===== config.mk =====
export PLATFORM = sky130hd
export DESIGN_NAME = lw_sha_ahb_dma_master
export DESIGN_NICKNAME = d
export VERILOG_FILES = /design/src/rtl/lw_sha_dma_pkg.sv /design/src/rtl/lw_sha_dma_ptr.sv /design/src/rtl/lw_sha_ahb_dma_master.sv
export SDC_FILE = /design/constraint.sdc
export NUM_CORES = 1
export LEC_CHECK = 0
export CAP_MARGIN = 40
export CORE_MARGIN = 1.5
export CORE_UTILIZATION = 50
export CTS_BUF_LIST = sky130_fd_sc_hd__clkbuf_8
export DETAILED_ROUTE_END_ITERATION = 10
export DONT_BUFFER_PORTS = 1
export PLACE_DENSITY_LB_ADDON = 0.08
export SKIP_CTS_REPAIR_TIMING = 1
export SYNTH_ARGS = -nofsm -noshare
export SYNTH_HDL_FRONTEND = slang
export SYNTH_SLANG_ARGS = --single-unit

===== constraint.sdc =====
create_clock -name hclk -period 4.6 [get_ports hclk]
set_clock_uncertainty 0.1 [all_clocks]
set_input_delay 0.69 -clock hclk [delete_from_list [all_inputs] [get_ports hclk]]
set_output_delay 0.69 -clock hclk [all_outputs]
set_load 0.02 [all_outputs]

===== src/rtl/lw_sha_dma_pkg.sv =====
// Shared types and constants for the SHA AHB-Lite DMA master.
// Optional: FIQSHA_DMA_BSWAP_EN enables per-32-bit-lane byte swap.
package lw_sha_dma_pkg;

  typedef enum logic [2:0] {
    S_IDLE,
    S_WAIT_REQ,
    S_RD_ADDR,
    S_RD_DATA,
    S_WR_ADDR,
    S_WR_DATA,
    S_FINISH
  } state_t;

  localparam logic [1:0] STAT_OK     = 2'b00;
  localparam logic [1:0] STAT_BUSERR = 2'b01;
  localparam logic [1:0] STAT_ABORT  = 2'b10;

  localparam logic [1:0] HTRANS_IDLE   = 2'b00;
  localparam logic [1:0] HTRANS_NONSEQ = 2'b10;
  localparam logic [2:0] HBURST_SINGLE = 3'b000;

  function automatic logic [31:0] bswap32(input logic [31:0] w);
    return {w[7:0], w[15:8], w[23:16], w[31:24]};
  endfunction

endpackage


===== src/rtl/lw_sha_dma_ptr.sv =====
// Source/destination pointers and remaining-word counter.
// Loaded at job start, advanced after each completed write beat.
module lw_sha_dma_ptr
  import lw_sha_dma_pkg::*;
#(
  parameter int          LEN_W = 16,
  parameter logic [31:0] STEP  = 32'd4
) (
  input  logic             clk,
  input  logic             rst,
  input  logic             i_load,
  input  logic             i_adv,
  input  logic             i_adv_dst,
  input  logic [31:0]      i_src,
  input  logic [31:0]      i_dst,
  input  logic [LEN_W-1:0] i_len,
  output logic [31:0]      o_src,
  output logic [31:0]      o_dst,
  output logic [LEN_W-1:0] o_rem
);

  logic [31:0]      r_src;
  logic [31:0]      r_dst;
  logic [LEN_W-1:0] r_rem;

  always_ff @(posedge clk) begin
    if (rst) begin
      r_src <= '0;
      r_dst <= '0;
      r_rem <= '0;
    end else if (i_load) begin
      r_src <= i_src;
      r_dst <= i_dst;
      r_rem <= i_len;
    end else if (i_adv) begin
      r_src <= r_src + STEP;
      if (i_adv_dst)
        r_dst <= r_dst + STEP;
      r_rem <= r_rem - LEN_W'(1);
    end
  end

  assign o_src = r_src;
  assign o_dst = r_dst;
  assign o_rem = r_rem;

endmodule


===== src/rtl/lw_sha_ahb_dma_master.sv =====
// AHB-Lite single-beat DMA master feeding/draining the SHA slave.
// Optional: FIQSHA_DMA_BSWAP_EN byte-swaps each 32-bit lane on capture.
module lw_sha_ahb_dma_master
  import lw_sha_dma_pkg::*;
#(
  parameter int          DATA_WIDTH   = 32,
  parameter int          LEN_W        = 16,
  parameter logic [31:0] SHA_DIN_ADDR = 32'h0000_0100
) (
  input  logic                  hclk,
  input  logic                  hreset,
  input  logic                  start_i,
  input  logic                  abort_i,
  input  logic                  mode_i,
  input  logic [31:0]           src_addr_i,
  input  logic [31:0]           dst_addr_i,
  input  logic [LEN_W-1:0]      len_i,
  input  logic                  dma_wr_req_i,
  input  logic                  dma_rd_req_i,
  output logic                  busy_o,
  output logic                  done_o,
  output logic [1:0]            status_o,
  output logic [LEN_W-1:0]      remaining_o,
  output logic [31:0]           haddr,
  output logic [1:0]            htrans,
  output logic                  hwrite,
  output logic [2:0]            hsize,
  output logic [2:0]            hburst,
  output logic [DATA_WIDTH-1:0] hwdata,
  input  logic [DATA_WIDTH-1:0] hrdata,
  input  logic                  hready,
  input  logic                  hresp
);

  localparam logic [31:0] STEP = 32'(DATA_WIDTH / 8);

  state_t                r_state;
  state_t                w_next;
  logic                  r_mode;
  logic                  r_abt;
  logic [1:0]            r_status;
  logic [DATA_WIDTH-1:0] r_data;
  logic [DATA_WIDTH-1:0] w_rdata;
  logic [31:0]           w_src;
  logic [31:0]           w_dst;
  logic [LEN_W-1:0]      w_rem;
  logic                  w_load;
  logic                  w_adv;
  logic                  w_abt;
  logic                  w_req;

  assign w_load = (r_state == S_IDLE) && start_i;
  assign w_adv  = (r_state == S_WR_DATA) && hready && !hresp;
  assign w_abt  = r_abt || abort_i;
  assign w_req  = r_mode ? dma_rd_req_i : dma_wr_req_i;

`ifdef FIQSHA_DMA_BSWAP_EN
  always_comb begin
    w_rdata = hrdata;
    for (int i = 0; i < DATA_WIDTH / 32; i++)
      w_rdata[i*32 +: 32] = bswap32(hrdata[i*32 +: 32]);
  end
`else
  assign w_rdata = hrdata;
`endif

  lw_sha_dma_ptr #(
    .LEN_W (LEN_W),
    .STEP  (STEP)
  ) u_ptr (
    .clk       (hclk),
    .rst       (hreset),
    .i_load    (w_load),
    .i_adv     (w_adv),
    .i_adv_dst (r_mode),
    .i_src     (src_addr_i),
    .i_dst     (dst_addr_i),
    .i_len     (len_i),
    .o_src     (w_src),
    .o_dst     (w_dst),
    .o_rem     (w_rem)
  );

  always_ff @(posedge hclk) begin
    if (hreset)
      r_state <= S_IDLE;
    else
      r_state <= w_next;
  end

  always_comb begin
    w_next = r_state;
    unique case (r_state)
      S_IDLE:
        if (start_i)
          w_next = (len_i == '0) ? S_FINISH : S_WAIT_REQ;
      S_WAIT_REQ:
        if (abort_i)    w_next = S_FINISH;
        else if (w_req) w_next = S_RD_ADDR;
      S_RD_ADDR:
        if (hready)       w_next = S_RD_DATA;
        else if (abort_i) w_next = S_FINISH;
      S_RD_DATA:
        if (hready)
          w_next = (hresp || w_abt) ? S_FINISH : S_WR_ADDR;
      S_WR_ADDR:
        if (hready)       w_next = S_WR_DATA;
        else if (abort_i) w_next = S_FINISH;
      S_WR_DATA:
        if (hready) begin
          if (hresp || w_abt || w_rem == LEN_W'(1))
            w_next = S_FINISH;
          else
            w_next = S_WAIT_REQ;
        end
      S_FINISH:
        w_next = S_IDLE;
      default:
        w_next = S_IDLE;
    endcase
  end

  // An error in a data phase overrides any pending abort status.
  always_ff @(posedge hclk) begin
    if (hreset) begin
      r_mode   <= 1'b0;
      r_abt    <= 1'b0;
      r_status <= STAT_OK;
      r_data   <= '0;
    end else begin
      case (r_state)
        S_IDLE:
          if (start_i) begin
            r_mode   <= mode_i;
            r_abt    <= 1'b0;
            r_status <= STAT_OK;
          end
        S_WAIT_REQ:
          if (abort_i) r_status <= STAT_ABORT;
        S_RD_ADDR, S_WR_ADDR:
          if (abort_i) begin
            if (hready) r_abt    <= 1'b1;
            else        r_status <= STAT_ABORT;
          end
        S_RD_DATA, S_WR_DATA: begin
          if (abort_i) r_abt <= 1'b1;
          if (hresp)
            r_status <= STAT_BUSERR;
          else if (hready && w_abt)
            r_status <= STAT_ABORT;
          if (r_state == S_RD_DATA && hready && !hresp)
            r_data <= w_rdata;
        end
        default: ;
      endcase
    end
  end

  always_comb begin
    htrans = HTRANS_IDLE;
    hwrite = 1'b0;
    haddr  = '0;
    if (r_state == S_RD_ADDR) begin
      htrans = HTRANS_NONSEQ;
      haddr  = w_src;
    end else if (r_state == S_WR_ADDR) begin
      htrans = HTRANS_NONSEQ;
      hwrite = 1'b1;
      haddr  = r_mode ? w_dst : SHA_DIN_ADDR;
    end
  end

  assign hwdata      = r_data;
  assign hsize       = (DATA_WIDTH == 64) ? 3'd3 : 3'd2;
  assign hburst      = HBURST_SINGLE;
  assign busy_o      = (r_state != S_IDLE) && (r_state != S_FINISH);
  assign done_o      = (r_state == S_FINISH);
  assign status_o    = r_status;
  assign remaining_o = w_rem;

endmodule


* Yosys cells after proc, flatten, opt, wreduce, memory -nomap -nowiden
Cells that the tools add are included.
Operators by class: equality and inequality tests 18, mux-type cells 39, reductions and logical operators 26, add/sub/neg operators 3
Operators with widths (number):
- 32-bit two-way mux | 8
- 32-bit by 3-bit adder with 32-bit output (second input constant) | 2
- 16-bit two-way mux | 2
- 3-bit two-way mux | 10
- 2-bit two-way mux | 9
- 3-bit case mux with 6 select lines | 1
- 16-bit by 1-bit == test with 1-bit output (second input constant) | 1
- 16-bit logical NOT | 1
- 2-bit != test (second input constant) | 8
- 16-bit by 1-bit subtractor with 16-bit output (second input constant) | 1
- 3-bit == test (second input constant) | 3
- 3-bit != test (second input constant) | 3
- 2-bit case mux with 4 select lines | 1
- 1-bit logical AND | 7
- 1-bit two-way mux | 7
- 3-bit by 2-bit == test with 1-bit output (second input constant) | 2
- 2-bit AND reduction | 3
- 6-bit AND reduction | 1
- 3-bit nonzero test | 2
- 5-bit AND reduction | 1
- 4-bit AND reduction | 1
- 2-bit nonzero test | 2
- 4-bit nonzero test | 1
- 2-bit OR reduction | 2
- other kinds (5) | 7
Word-level totals: register bits after elaboration 119, word-level logic and storage cells 94, output and inout port bits 93

* Longest topological paths before layout
Gate-level depths: netlist of run 1.
depth after elaboration 6, mapped depth 8, mapped depth without buffers 6

* Hierarchy
A second synthesis of run 1 with hierarchy kept.
Unflattened totals: cell total of the unflattened synthesis 843, area, all modules 6681.4 sq um
Modules (own cells, without submodules):
- lw_sha_dma_ptr | cells an instance 564, sequential area each 1601.5 sq um, area an instance 4561.9 sq um, times used 1
- lw_sha_ahb_dma_master | cells an instance 279, sequential area each 780.7 sq um, area an instance 2119.5 sq um, times used 1

* Least setup slack after synthesis of run 1
No wires, ideal clock.
path type register to output, start point reg r_state[1], end point out haddr[8], data required time 3810 ps, slack 1949 ps, stages on the path, launching flop included 7, arrival time 1861 ps, path through dfxtp_1 > clkbuf_1 > inv_1 > nor3_1 > clkbuf_1 > nand2_1 > o21ai_0
Between the ends: cells in the longest elaborated chain, start to end 3, elaborated cells between the ends (all ways) 4, those cells by class eq/ne: 2; mux: 2
RTL lines:
- from (decl) | line lw_sha_ahb_dma_master.sv:37 | state_t r_state;
- from (signal assigned) | line lw_sha_ahb_dma_master.sv:88 | r_state <= w_next;
- 3-bit == test | line lw_sha_ahb_dma_master.sv:166 | end else if (r_state == S_WR_ADDR) begin
- 32-bit two-way mux | line lw_sha_ahb_dma_master.sv:166
- 32-bit two-way mux * | line lw_sha_ahb_dma_master.sv:163 | if (r_state == S_RD_ADDR) begin
- to (decl) | line lw_sha_ahb_dma_master.sv:24 | output logic [31:0] haddr,
Mark *: on every way between the ends. The rest lies on a longest branch, timed or not.

* Worst setup path in the final report of run 1
Ends and elaborated chain as after synthesis.

==> impl_metrics.csv, run 1 <==
group,metric,value,unit
global_route,grt_overflow_total,0,
global_route,gr-usage-all-layers,28.6,%
pwr,p_leak,2.29,nW
setup_path,max_stage_delay,0.63,ns
detailed_routing,via_per_inst,6.51,
sta,slew_viol_final,0,
synth,synthFlopType,"dfxtp_1",
floorplanning,top_level_ports,214,
clocking,cts_made_buffers,17,
pwr,ir_drop,0.272,mV
synth,ys_ff_latch,119,
clocking,path_clk_slew,0.07,ns
floorplanning,start_util,51.7,%
synth,synth_edf_count,0,
job,maxCapViolations,0,
synth,synthTopCellsByCount,"135 x nand2_1, 119 x dfxtp_1, 59 x clkbuf_1",
sta,fin_setup_tns,0,ns
synth,ys_types,63,
setup_path,crit_slowest_cell,"dfxtp_1",
floorplanning,num_rows,41,
global_route,grt_max_degree,129,
synth,syn_area,0.00658,mm²
sta,max_slew_margin,44.5,%
setup_path,path_buf_inv,2,
setup_path,cp.arrival,2.62,ns
clocking,cts_sinks,119,
detailed_routing,drt_first_pass_iters,5,
detailed_routing,ant_nets,0,
cells_and_area,finalCoreUtilization,55.7,%
synth,synthArstFlopShare,0,%
global_route,grt_pass1_wl,31.7,mm
synth,synth_cells,852,
sta,rsz0062_at_grt,"false",
floorplanning,die_h,118,µm
global_route,grt_pass1_vias,5907,
clocking,cts_root_buf,"clkbuf_8",
global_route,antenna_found_initial,0,
synth,yosys_warnings,0,
setup_path,required,3.81,ns
cells_and_area,syn_to_final_growth,7.76,%
hold_path,hold_path.class,"in2reg",
floorplanning,die_w,118,µm
synth,synth.avg_cell_area,7.72,µm²
detailed_routing,wl,20.3,mm
setup_path,end_kind,"output port",
run_status,outcome,"finished, final reports clean",
floorplanning,core-area,0.0127,mm²
detailed_routing,drc,0,
cells_and_area,num-fill-cells,1246,
setup_path,critPathTopFamily,"buffers and inverters",
floorplanning,dieArea,0.0139,mm²
synth,synth_top_cell_by_area,"dfxtp_1",
setup_path,path_cells,"inv_1 > nor3_2 > buf_4 > nand2_1 > o21ai_0",
cells_and_area,final_nets,937,
pwr,power-per-cell-area,574,mW/mm²
setup_path,start_kind,"flop",
detailed_routing,drtIter0Drc,584,
detailed_routing,wl_per_cell,20.4,µm
synth,synth.area.top_cells,"dfxtp_1 36%, nand2_1 7.7%, a21oi_1 4.3%",
clocking,worstSkewPairLatency,0.44,ns
sta,setup_viol,0,
sta,finalHoldViolCount,0,
sta,worst_pin_slew,0.831,ns
cells_and_area,drive_gt1_share,6.55,%
cells_and_area,antenna_cells,0,
synth,seq_area_frac_synth,36.2,%
setup_path,crit_type,"reg2out",
clocking,cts_buffer_depth,2,
clocking,cts-htree-levels,4,
setup_path,cp_max_fo,31,
setup_path,rrSetupSlack,1.56,ns
sta,period_needed,3.41,ns
synth,yosysMostFrequentCell,"nand2_1",
placement,port-buffer-count,0,
placement,hpwl,14.4,mm
sta,period_share,74.0,%
placement,gp_congestion,0.925,
clocking,cts_tree,"yes",
sta,max_freq,0.294,GHz
synth,synth_top_area_share,36.2,%
detailed_routing,vias,6490,
-- layer usage --
metal  global-route usage (%)  wire [µm]  vias to the layer above
met2                     46.4       9710                      302
li1                         -          -                     3075
met3                     10.5       1870                       35
met1                     35.0       8190                     3078
met4                     9.91        531                        0
met5                        0          0                        -
-- cell families (layout without fill, tap and decap cells) --
kind of cell / after synthesis / count (layout) / share of synthesized area (%)
AOI/OAI and AO/OA: 233 / 233 / 24.3
xor gates and xnor gates: 30 / 30 / 3.99
adders and majority gates: 4 / 4 / 0.761
buffers and inverters: 85 / 53 / 5.38
DFF: 119 / 119 / 36.2
muxes: 7 / 7 / 1.10
other: 2 / 7 / 0.114
and+or+nand+nor: 372 / 372 / 28.2
-- state kept, by name (all words and copies together), names as in the netlist --
register and count:
hwdata 32, u_ptr.o_dst 32, r_state 3, u_ptr.o_rem 16
u_ptr.o_src 32, status_o 2, r_abt 1, r_mode 1
-- worst paths after layout --
check	from	endpoint	depth (start not counted)
worst max-delay path	r_state[1]	haddr[8]	5
worst min-delay path	hreset	u_ptr.o_src[15]	1
worst max register to register	r_state[2]	u_ptr.o_src[28]	5
worst min register to register	u_ptr.o_dst[1]	u_ptr.o_dst[1]	2
-- stage by stage --
step | total power [W] | hold slack [ns] | cells | setup slack (ns) | instance area [µm²]
6_report | 0.00407 | 0.213 | 997 | 1.19 | 7090
3_3_place_gp | 0.00285 | 0.339 | 962 | 1.66 | 6560
4_1_cts | 0.00406 | 0.193 | 997 | 1.22 | 7090
2_1_floorplan | 0.00257 | 0.336 | 857 | 1.95 | 6600
3_5_place_dp | 0.00290 | 0.345 | 965 | 1.63 | 6600
5_1_grt | 0.00430 | 0.176 | 997 | 1.06 | 7090
-- cell type report --
| type | count | area (µm²) | area share [%] |
|---|---|---|---|
| Inverter | 13 | 48.8 | 0.688 |
| Sequential cell | 119 | 2380 | 33.6 |
| Clock buffer | 19 | 262 | 3.69 |
| Timing Repair Buffer | 8 | 75.1 | 1.06 |
| Clock inverter | 13 | 225 | 3.18 |
| Multi-Input combinational cell | 653 | 3880 | 54.7 |
| Tap cell | 172 | 215 | 3.04 |
-- power by group --
group	total [W]	internal, W	switching (W)	leakage, nW
Sequential	0.00175	0.00127	0.000480	0.974
Clock	0.00116	0.000725	0.000436	0.234
Combinational	0.00116	0.000444	0.000713	1.08
Total	0.00407	0.00244	0.00163	2.29
-- placed cells by master (no fill, tap or decap), types with 6 or more instances in the layout --
cell,instances
nand2_1,135
nor2_1,58
dfxtp_1,119
xor2_1,9
and4_1,10
bufinv_16,6
nor4_1,22
conb_1,7
nand4_1,19
a22o_1,32
a211oi_1,33
clkbuf_8,19
o21ai_0,23
or4_1,6
o211ai_1,15
or3_1,25
a31oi_1,28
nor3_1,23
buf_4,6
and3_1,11
inv_1,13
a21oi_1,57
xnor2_1,21
nand3_1,28
-- worst reg2reg max path, stage by stage (launching register included) --
cell	delay, ns
dfxtp_1	0.87
and3b_1	0.59
nand2_1	0.47
or3_1	0.45
or4_1	0.40
o211ai_1	0.09
(Power assumes the default switching activity.)
==> inputs of run 2 (changes only) <==
Clock period 4.6 ns to 3.4 ns, I/O delays scaled along.
==> run 2 against run 1 <==
Register-to-register slack lost 0.90 ns. Final cell count grew 0.40%. Routed wire length down 1.1%. Total power grew 27%. First-iteration DRC count shrank 17%. Hold slack worse by 0.18 ns. Non-clock buffer count is 6 higher.
==> impl_metrics.csv, run 2 (synthesis results as in run 1) <==
group,metric,value,unit
sta,fin_setup_tns,0,ns
cells_and_area,layout_commonest_cell,"nand2_1",
cells_and_area,final_cell_area,0.00704,mm²
cells_and_area,layout_common_cells,"135 x nand2_1, 119 x dfxtp_1, 58 x nor2_1",
sta,finalHoldViolCount,0,
floorplanning,die_w,118,µm
pwr,totalPowerFinal,0.00516,W
clocking,cts_sinks,119,
floorplanning,start_util,51.7,%
detailed_routing,vias,6442,
setup_path,required,2.79,ns
pwr,ir_drop,0.394,mV
sta,rsz0062_at_grt,"false",
setup_path,crit_slowest_cell,"dfxtp_1",
floorplanning,core-area,0.0127,mm²
sta,setup_viol,0,
clocking,cts_tree,"yes",
global_route,antenna_found_initial,0,
global_route,gr-usage-all-layers,28.6,%
placement,port-buffer-count,0,
floorplanning,top_level_ports,214,
detailed_routing,drc,0,
detailed_routing,wl,20.1,mm
pwr,p_sw,0.00215,W
pwr,clkPwrFrac,23.9,%
detailed_routing,drt_first_pass_iters,5,
clocking,cts_made_buffers,17,
pwr,p_int,0.00301,W
setup_path,path_buf_inv,2,
clocking,worstSkewPairLatency,0.44,ns
global_route,grt_overflow_total,0,
pwr,p_comb_share,31.2,%
cells_and_area,antenna_cells,0,
clocking,cts_buffer_depth,2,
cells_and_area,final_nets,943,
clocking,path_clk_slew,0.07,ns
detailed_routing,ant_nets,0,
sta,period_needed,2.96,ns
detailed_routing,wl_per_cell,20.1,µm
clocking,cts-htree-levels,4,
pwr,power-per-cell-area,734,mW/mm²
global_route,grt_pass1_wl,31.9,mm
sta,period_share,87.0,%
floorplanning,die_h,118,µm
setup_path,path_cells,"inv_1 > nor3_2 > buf_4 > nand2_1 > o21ai_0",
setup_path,end_kind,"output port",
cells_and_area,syn_to_final_growth,6.96,%
sta,setup_ws,0.441,ns
sta,max_freq,0.338,GHz
placement,place_ws,0.742,ns
global_route,grt_max_degree,129,
pwr,p_seq_share,44.9,%
detailed_routing,drtIter0Drc,487,
setup_path,critPathTopFamily,"buffers and inverters",
sta,hold_slack,0.0290,ns
sta,worst_pin_slew,0.794,ns
setup_path,crit_type,"reg2out",
setup_path,cp.arrival,2.35,ns
floorplanning,dieArea,0.0139,mm²
sta,slew_viol_final,0,
placement,placed_cell_area,0.00666,mm²
placement,hpwl,14.2,mm
run_status,outcome,"finished, final reports clean",
cells_and_area,drive_gt1_share,6.76,%
hold_path,hold_path.class,"in2reg",
global_route,grt_pass1_vias,6017,
pwr,p_leak,2.28,nW
sta,max_slew_margin,46.5,%
detailed_routing,via_per_inst,6.44,
pwr,netSwitchingFraction,41.6,%
setup_path,start_kind,"flop",
job,maxCapViolations,0,
setup_path,rrSetupSlack,0.66,ns
setup_path,cp_max_fo,34,
floorplanning,num_rows,41,
setup_path,max_stage_delay,0.62,ns
placement,gp_congestion,0.890,
clocking,cts_root_buf,"clkbuf_8",
## run 2: final timing paths
check,from,to,cells after the start
worst max-delay path,r_state[1],haddr[8],5
worst min-delay path,hreset,u_ptr.o_src[14],1
worst max register to register,r_state[0],u_ptr.o_dst[13],5
worst min register to register,u_ptr.o_dst[0],u_ptr.o_dst[0],2
## run 2: worst register-to-register path, cell delays in order (launching register included)
cell and delay [ns]:
dfxtp_1 0.70, and3b_1 0.60, nand3_1 0.50, nor4_1 0.39
xnor2_1 0.12, a211oi_1 0.25
## run 2: final cells by class
cell class / count / area, µm²
clock buffer: 19 / 262
clock inverter: 11 / 110
fill: 1259 / 5690
inverter: 13 / 48.8
multi-input combinational: 653 / 3880
sequential: 119 / 2380
tap: 172 / 215
timing repair buffer: 14 / 138
## run 2: metrics by stage
step	std cells	util (%)
2_1_floorplan	857	-
3_3_place_gp	969	52.1
5_1_grt	1001	55.3
6_report	1001	55.3
4_1_cts	1001	55.3
3_5_place_dp	971	52.4
## run 2: per-layer routing
layer | routed length, µm | track usage, % | vias to the layer above
met5 | 0 | 0 | -
met4 | 364 | 9.22 | 0
met3 | 1480 | 7.95 | 30
met2 | 10000 | 48.9 | 255
met1 | 8230 | 34.8 | 3078
li1 | - | - | 3079
## run 2: power groups by stage
| stage | Clock (W) | Sequential (W) | Combinational (W) |
|---|---|---|---|
| 2_1_floorplan | 0 | 0.00212 | 0.00136 |
| 3_3_place_gp | 0 | 0.00231 | 0.00155 |
| 3_5_place_dp | 0 | 0.00233 | 0.00160 |
| 4_1_cts | 0.00127 | 0.00230 | 0.00161 |
| 5_1_grt | 0.00133 | 0.00236 | 0.00179 |
| 6_report | 0.00124 | 0.00232 | 0.00161 |
==> inputs of run 3 (changes only) <==
Settings changed: RECOVER_POWER set to 25.
==> results of run 3 <==
The final DEF is identical to that of run 2; final timing and power are the same.
